### config.mk
export PLATFORM = sky130hd
export DESIGN_NAME = ctr_cipher_packer
export DESIGN_NICKNAME = d
export VERILOG_FILES = /design/src/rtl/ctr_cipher_packer.sv
export SDC_FILE = /design/constraint.sdc
export NUM_CORES = 2
export LEC_CHECK = 0
export CAP_MARGIN = 20
export CORE_AREA = 2 2 413 415
export DETAILED_ROUTE_END_ITERATION = 10
export DIE_AREA = 0 0 415 417
export DONT_BUFFER_PORTS = 1
export PLACE_DENSITY_LB_ADDON = 0.2
export SLEW_MARGIN = 5
export SYNTH_ARGS = -nofsm -noshare
export SYNTH_HDL_FRONTEND = slang
export SYNTH_SLANG_ARGS = --single-unit
### constraint.sdc
create_clock -name clk -period 3.2 [get_ports clk]
set_input_delay 0.64 -clock clk [delete_from_list [all_inputs] [get_ports clk]]
set_output_delay 0.64 -clock clk [all_outputs]
set_load 0.005 [all_outputs]
### src/rtl/ctr_cipher_packer.sv
// ctr_cipher_packer
// Assembles a stream of WORDW-bit ciphertext words into one CIPHERTEXTIN-bit
// frame for the AES-256 CTR decryption stage. Word 0 occupies the least
// significant slot, so 128-bit block k sits at bits [k*128+127 : k*128].
// Once the frame is complete it is held stable and ctrenable_o stays high
// until the decryptor pulses consume_i.
//
// Build option:
//   CTR_PACK_BSWAP_EN - when defined, each accepted word is byte-reversed
//                       before storage (WORDW must be a multiple of 8).
//                       When undefined, words are stored as received.
//                       Timing and control behaviour do not change.

module ctr_cipher_packer #(
  parameter int CIPHERTEXTIN = 1024,
  parameter int WORDW        = 32
) (
  input  logic                                      clk,
  input  logic                                      rst,
  input  logic [WORDW-1:0]                          word_i,
  input  logic                                      word_valid_i,
  output logic                                      word_ready_o,
  input  logic                                      flush_i,
  input  logic                                      consume_i,
  output logic [CIPHERTEXTIN-1:0]                   ciphertext_o,
  output logic                                      ctrenable_o,
  output logic [$clog2(CIPHERTEXTIN/WORDW+1)-1:0]   word_count_o
);

  localparam int NWORDS = CIPHERTEXTIN / WORDW;
  localparam int CNTW   = $clog2(NWORDS + 1);

  // Two-state controller: collecting words, or holding a complete frame.
  typedef enum logic {
    ST_FILL = 1'b0,
    ST_FULL = 1'b1
  } state_t;

  state_t                  state_r;
  logic [CNTW-1:0]         cnt_r;
  logic [CIPHERTEXTIN-1:0] frame_r;
  logic                    ctrenable_r;

  logic                    accept_s;
  logic                    last_word_s;
  logic [WORDW-1:0]        store_word_s;

  // Byte-reverse a word: the lowest input byte lands in the top byte.
  function automatic logic [WORDW-1:0] byte_reverse(input logic [WORDW-1:0] w);
    logic [WORDW-1:0] r;
    r = '0;
    for (int b = 0; b < WORDW / 8; b++) begin
      r[b*8 +: 8] = w[WORDW-8-b*8 +: 8];
    end
    return r;
  endfunction

  // Ready only while collecting; forced low during reset so nothing is
  // handshaken in a cycle whose edge will discard it anyway.
  assign word_ready_o = (state_r == ST_FILL) & ~rst;

  // Select the storage form of the incoming word and qualify the handshake.
  // A word offered alongside flush_i is dropped even though ready is high.
  always_comb begin
    accept_s     = 1'b0;
    last_word_s  = 1'b0;
    store_word_s = word_i;
`ifdef CTR_PACK_BSWAP_EN
    store_word_s = byte_reverse(word_i);
`else
    store_word_s = word_i;
`endif
    if (word_valid_i && word_ready_o && !flush_i) begin
      accept_s = 1'b1;
    end else begin
      accept_s = 1'b0;
    end
    if (cnt_r == CNTW'(NWORDS - 1)) begin
      last_word_s = 1'b1;
    end else begin
      last_word_s = 1'b0;
    end
  end

  // Frame assembly and fill/full control; flush wins over consume and words.
  always_ff @(posedge clk) begin
    if (rst) begin
      state_r     <= ST_FILL;
      cnt_r       <= '0;
      frame_r     <= '0;
      ctrenable_r <= 1'b0;
    end else if (flush_i) begin
      // Frame bits are intentionally left in place; only the count restarts.
      state_r     <= ST_FILL;
      cnt_r       <= '0;
      ctrenable_r <= 1'b0;
    end else begin
      case (state_r)
        ST_FILL: begin
          if (accept_s) begin
            // Slot decode by compare keeps the write inside the frame even
            // if the count were ever corrupted to an out-of-range value.
            for (int i = 0; i < NWORDS; i++) begin
              if (cnt_r == CNTW'(i)) begin
                frame_r[i*WORDW +: WORDW] <= store_word_s;
              end
            end
            cnt_r <= cnt_r + CNTW'(1);
            if (last_word_s) begin
              state_r     <= ST_FULL;
              ctrenable_r <= 1'b1;
            end
          end
        end
        ST_FULL: begin
          // Frame is frozen here; old contents stay until overwritten.
          if (consume_i) begin
            state_r     <= ST_FILL;
            cnt_r       <= '0;
            ctrenable_r <= 1'b0;
          end
        end
        default: begin
          // Unreachable encoding: recover to a clean empty frame.
          state_r     <= ST_FILL;
          cnt_r       <= '0;
          ctrenable_r <= 1'b0;
        end
      endcase
    end
  end

  assign ciphertext_o = frame_r;
  assign ctrenable_o  = ctrenable_r;
  assign word_count_o = cnt_r;

endmodule

Word level (Yosys, flattened, before mapping) --
Cells that the tools add are included.
Storage, ports and cells: logic and storage cells 126, register bits after elaboration 1032, output and inout port bits 1032, bits of input ports 37
Cells by class: multiplexer cells 13, add/sub/neg operators 1, bitwise logic cells 4, reductions and logical operators 39, equal/unequal tests 34
Operator list (number):
- 4-bit AND reduction | 32
- 6-bit by 5-bit equality test with 1-bit output (second input constant) | 16
- 6-bit by 4-bit equality test with 1-bit output (second input constant) | 8
- 6-bit by 3-bit equality test with 1-bit output (second input constant) | 4
- 6-bit by 2-bit equality test with 1-bit output (second input constant) | 2
- 6-bit 2-to-1 mux | 2
- 6-bit one-hot mux with 2 select lines | 1
- 1-bit 2-to-1 mux | 8
- 6-bit by 1-bit adder with 6-bit output (second input constant) | 1
- 6-bit by 1-bit equality test with 1-bit output (second input constant) | 1
- 6-bit logical NOT | 1
- 2-bit != test (second input constant) | 3
- 1-bit one-hot mux with 2 select lines | 2
- 1-bit inverter | 3
- 3-bit AND reduction | 1
- 1-bit logical AND | 2
- 2-bit AND reduction | 1
- 2-bit OR reduction | 1
- 1-bit bitwise AND | 1
- 1-bit logical NOT | 1

Depth between registers and ports, before layout --
depth in word-level cells 7, mapped depth 7, depth with buffers taken out 5

Worst setup path after synthesis --
OpenSTA, ideal clock, no wires.
kind in2reg, from input rst, to register frame_r[1015], in the netlist ciphertext_o[1015], path buffers 4, slack 755 ps, data arrival time 2313 ps, stages on the path 7, setup time 132 ps, cell sequence buf_2 -> or4b_1 -> buf_2 -> or4_4 -> buf_6 -> buf_8 -> mux2i_1
On the way: longest elaborated chain between the ends 6
RTL lines:
- from (decl) | line 19 | input logic rst,
- 1-bit inverter | line 60 | assign word_ready_o = (state_r == ST_FILL) & ~rst;
- 1-bit bitwise AND | line 60
- 1-bit logical AND (2 in a row) | line 73 | if (word_valid_i && word_ready_o && !flush_i) begin
- 1-bit 2-to-1 mux | line 73
- 4-bit AND reduction (no source line)
- to (signal, indexed assignment) | line 105 | frame_r[i*WORDW +: WORDW] <= store_word_s;
- to (decl) | line 41 | logic [CIPHERTEXTIN-1:0] frame_r;
Parallel ways exist; a longest one is shown, timed or not. A chain may end at the register's enable or synchronous reset.

Worst setup path in the final report --
from input rst, to register frame_r[1011], in the netlist ciphertext_o[1011]
Same word-level chain as after synthesis.

==> summary.md <==
Synthesis produced a netlist whose cell count is 3,528. After detailed routing, the average wire length per cell comes to 28.4 um. For this run, the top clock speed supported by timing is 314 MHz. The core box area is 169,000 um^2, and the global placer's final weighted congestion is 0.746.

Wires add up to 162,000 um. Summing all flip-flop and latch instances after layout gives 20,700 um^2. In this run the worst hold path is classified as in -> reg. The number of remaining DRC errors was 0; the share of post-route cells with drive strength above 1 was 8.73%. The tools report the die area as 173,000 um^2. In the final layout, the multi-input gates occupy 17,900 um^2.

Dividing the detail-routed via count by the number of cells gives 4.32. In the global route stage, overall resource usage came out at 18.0%. The stage delay of the slowest cell on the critical path works out to 0.80 ns. Cells fill 27.3% of the core in the end. The worst path needs 3.19 ns of the cycle, external delays included. The first global-routing pass estimated 218,000 um of wire. From left edge to right edge, the die measures 415 um. The final-layout fill cell count is 17,601, and the filler-free cell count of the finished design is 5,706. The final hold slack came out at 0.0845 ns. The tools report the root cell of the clock tree as clkbuf_16. The worst-margin pin slew is 1.13 ns, and the area of placed instances is 42,100 um^2. The share of the Yosys chip area taken by registers is 52.4%. The finished cells cover 46,000 um^2. Family with the most delay on the worst path: simple AND/OR/NAND/NOR gates.

The tools report the total power after layout as 27.3 mW. The number of top-level pins is 1,069. The synthesized design contains 1,032 register bits.

The final setup TNS was 0 ns. STA classifies the critical path startpoint as an input port. In this run the core area contains 151 standard-cell rows. The run finished with clean final reports. For this block, the initial DRC count from the detailed router was 1,516.

In this run the cell area of the synthesized design comes to 39,500 um^2. The via count of the first global-routing pass came out at 24,947. The final count of pins violating max slew is 0, and the deepest level of the CTS H-tree is 3. The number of buffers and inverters on the critical path is 2. The worst-case IR drop observed on VDD is 378 uV.

After clock tree synthesis, the clock-pin slew on the worst setup and hold paths is 0.06 ns. Compared with the post-synthesis result, the final layout area differs by 16.7%. The tools report the number of warnings printed during yosys synthesis as 0.

Setup slack closes at 0.0129 ns. Detailed placement finished with a half-perimeter wire length of 103,000 um. The critical path goes through buf_16 > buf_16 > or4b_1 > or4_4 > mux2i_1. TritonCTS built the clock tree. Initial antenna violation count: 6. For the routed via count, the log shows 24,663.

The run gives 3.76 ns as the worst path arrival time. The number of buffers inserted during clock tree synthesis is 117. For this run, the detailed router's first-pass iteration total came to 4. Once the floorplan was initialized, standard cells occupied 23.4% of the core. The CTS sink count was 1,032. OpenSTA, run right after detailed placement, puts the worst setup slack at 0.236 ns. For the count of final hold-check violations, the log shows 0. In this run the deepest clock path goes through 3 buffers. The overall die height works out to 417 um.

The tool flagged a number of max-cap violations equal to 0. The required arrival time at the worst endpoint came out at 3.78 ns. In this run the tightest slew margin relative to its limit is 24.8%. After detailed placement, the design holds a cell count of 5,487.

The logs give 0.76 ns for the worst-skew pair later-pin latency and 22.3 nW for the leakage component of the power. STA classifies the critical path endpoint as a flop. The tools report the post-synth net total as 3,569.

Once detail routing completed, the nets flagged for antenna violations numbered 0. During placement, the flow inserted port buffers numbering 0. After layout, the worst path uses 99.6% of the clock period. The maximum fanout along the worst path was 266; the net count reported at finish was 3,438. The highest-delay cell along the critical path is or4_4.

Dividing the synthesized area by the synthesized cell count gives 11.2 um^2. Post-CTS timing repair inserted 0 buffers for setup. The total overflow left after global routing is 0. The tools report the pin count of the biggest net entering global routing as 1,064. The cell that appears most often on the critical path is buf_16. The total setup violations reported at the end of the flow was 0; the number of distinct library cells after synthesis was 33. The type of the worst setup path is in -> reg. After clock tree synthesis, the repair step resized 0 gates.

Setup repair after global routing left no endpoint under its margin. Setup clock skew after layout: 0.0345 ns. The areal power density over the cells works out to 592 nW/um^2.
flip-flops by register name, indices dropped and copies added (netlist names):
| signal | cells |
|---|---|
| word_count_o | 6 |
| state_r | 1 |
| ctrenable_o | 1 |
| ciphertext_o | 1024 |
layout by cell type (no fill, tap or decap), types with 2 or more instances in the layout:
cell type      instances
nor2b_1                2
clkbuf_8              21
bufinv_16              6
and3_1                 2
buf_12                25
and3b_1                4
inv_1                  4
nand2b_2              21
buf_4                 45
nand3_1                2
buf_16                 3
nand3_4               20
or4_4                  2
a211oi_1               2
inv_6                  4
clkbuf_16            120
nor2_1                 2
diode_2                7
dfxtp_1             1032
ha_1                   4
nor3b_1                4
nand3_2               10
clkinv_2              10
o2111ai_1              2
nand2_1                8
clkbuf_1              40
nand2b_1            1026
mux2i_1             1026
nand2b_4              11
clkinv_4               2
a2111o_1               2
dlygate4sd3_1          5
synth_stat cells:
cell type	instances	area (um^2)
nand2b_1	1058	6620
dfxtp_1	1032	20700
mux2i_1	1026	10300
clkbuf_1	221	830
buf_1	54	203
buf_2	45	225
nand3_1	32	160
nand2_1	8	30.0
buf_6	6	67.6
and3b_1	4	35.0
ha_1	4	50.1
inv_1	4	15.0
nor3b_1	4	30.0
nor2_1	3	11.3
nor2b_1	3	18.8
a2111o_1	2	22.5
a211oi_1	2	15.0
and3_1	2	12.5
buf_12	2	40.0
o2111ai_1	2	17.5
or4_4	2	22.5
a211o_1	1	8.76
a21boi_1	1	7.51
a21oi_1	1	5.00
a32oi_1	1	8.76
and2_1	1	6.26
buf_8	1	15.0
nand4_1	1	6.26
nor3_1	1	5.00
nor4b_2	1	15.0
o211a_1	1	10.0
o211ai_1	1	7.51
or4b_1	1	10.0
routing by layer:
| metal | global-route usage (%) | share of wire [%] | vias up |
|---|---|---|---|
| met3 | 6.43 | 8.4 | 247 |
| met1 | 19.6 | 38 | 12226 |
| li1 | - | - | 11374 |
| met5 | 0 | 0.0080 | - |
| met4 | 7.71 | 3.9 | 2 |
| met2 | 31.5 | 50 | 814 |
report_power, final:
part	switching, mW	internal (mW)	total (mW)	leakage [nW]
Sequential	0.0274	12.9	12.9	8.31
Combinational	0.668	0.331	0.998	12.1
Clock	5.62	7.76	13.4	1.82
Total	6.32	21.0	27.3	22.3
worst paths after layout:
check                                               startpoint                               to  slack [ns]  cells past startpoint
worst max-delay path                                       rst  ciphertext_o[1011]$_SDFFE_PP0P_        0.01                      5
worst min register to register  ciphertext_o[949]$_SDFFE_PP0P_   ciphertext_o[949]$_SDFFE_PP0P_        0.49                      2
worst min-delay path                                       rst   ciphertext_o[732]$_SDFFE_PP0P_        0.08                      2
worst max register to register    word_count_o[1]$_SDFFE_PP0P_   ciphertext_o[115]$_SDFFE_PP0P_        0.55                      5
area by class of cell:
class / instances / area share [%]
antenna: 7 / 0.0380
clock buffer: 180 / 7.42
clock inverter: 23 / 0.658
inverter: 4 / 0.0326
multi-input combinational: 2163 / 38.8
sequential: 1032 / 44.9
tap: 2218 / 6.03
timing repair buffer: 79 / 2.16
logic make-up (layout without fill, tap and decap cells):
logic type	count (synthesis)	after routing	share of synthesized area [%]
simple gates	1121	1121	17.7
flops	1032	1032	52.4
mux	1026	1026	26.0
buf+inv	333	286	3.54
compound gates	12	12	0.260
fa+ha+maj	4	4	0.127
other cells	0	7	0
what timing repair did:
item	4_1_cts	5_1_grt
endpoints found under the hold margin	8	0
setup endpoints to repair	0	490
hold buffers	5	0
(Power assumes the default switching activity.)
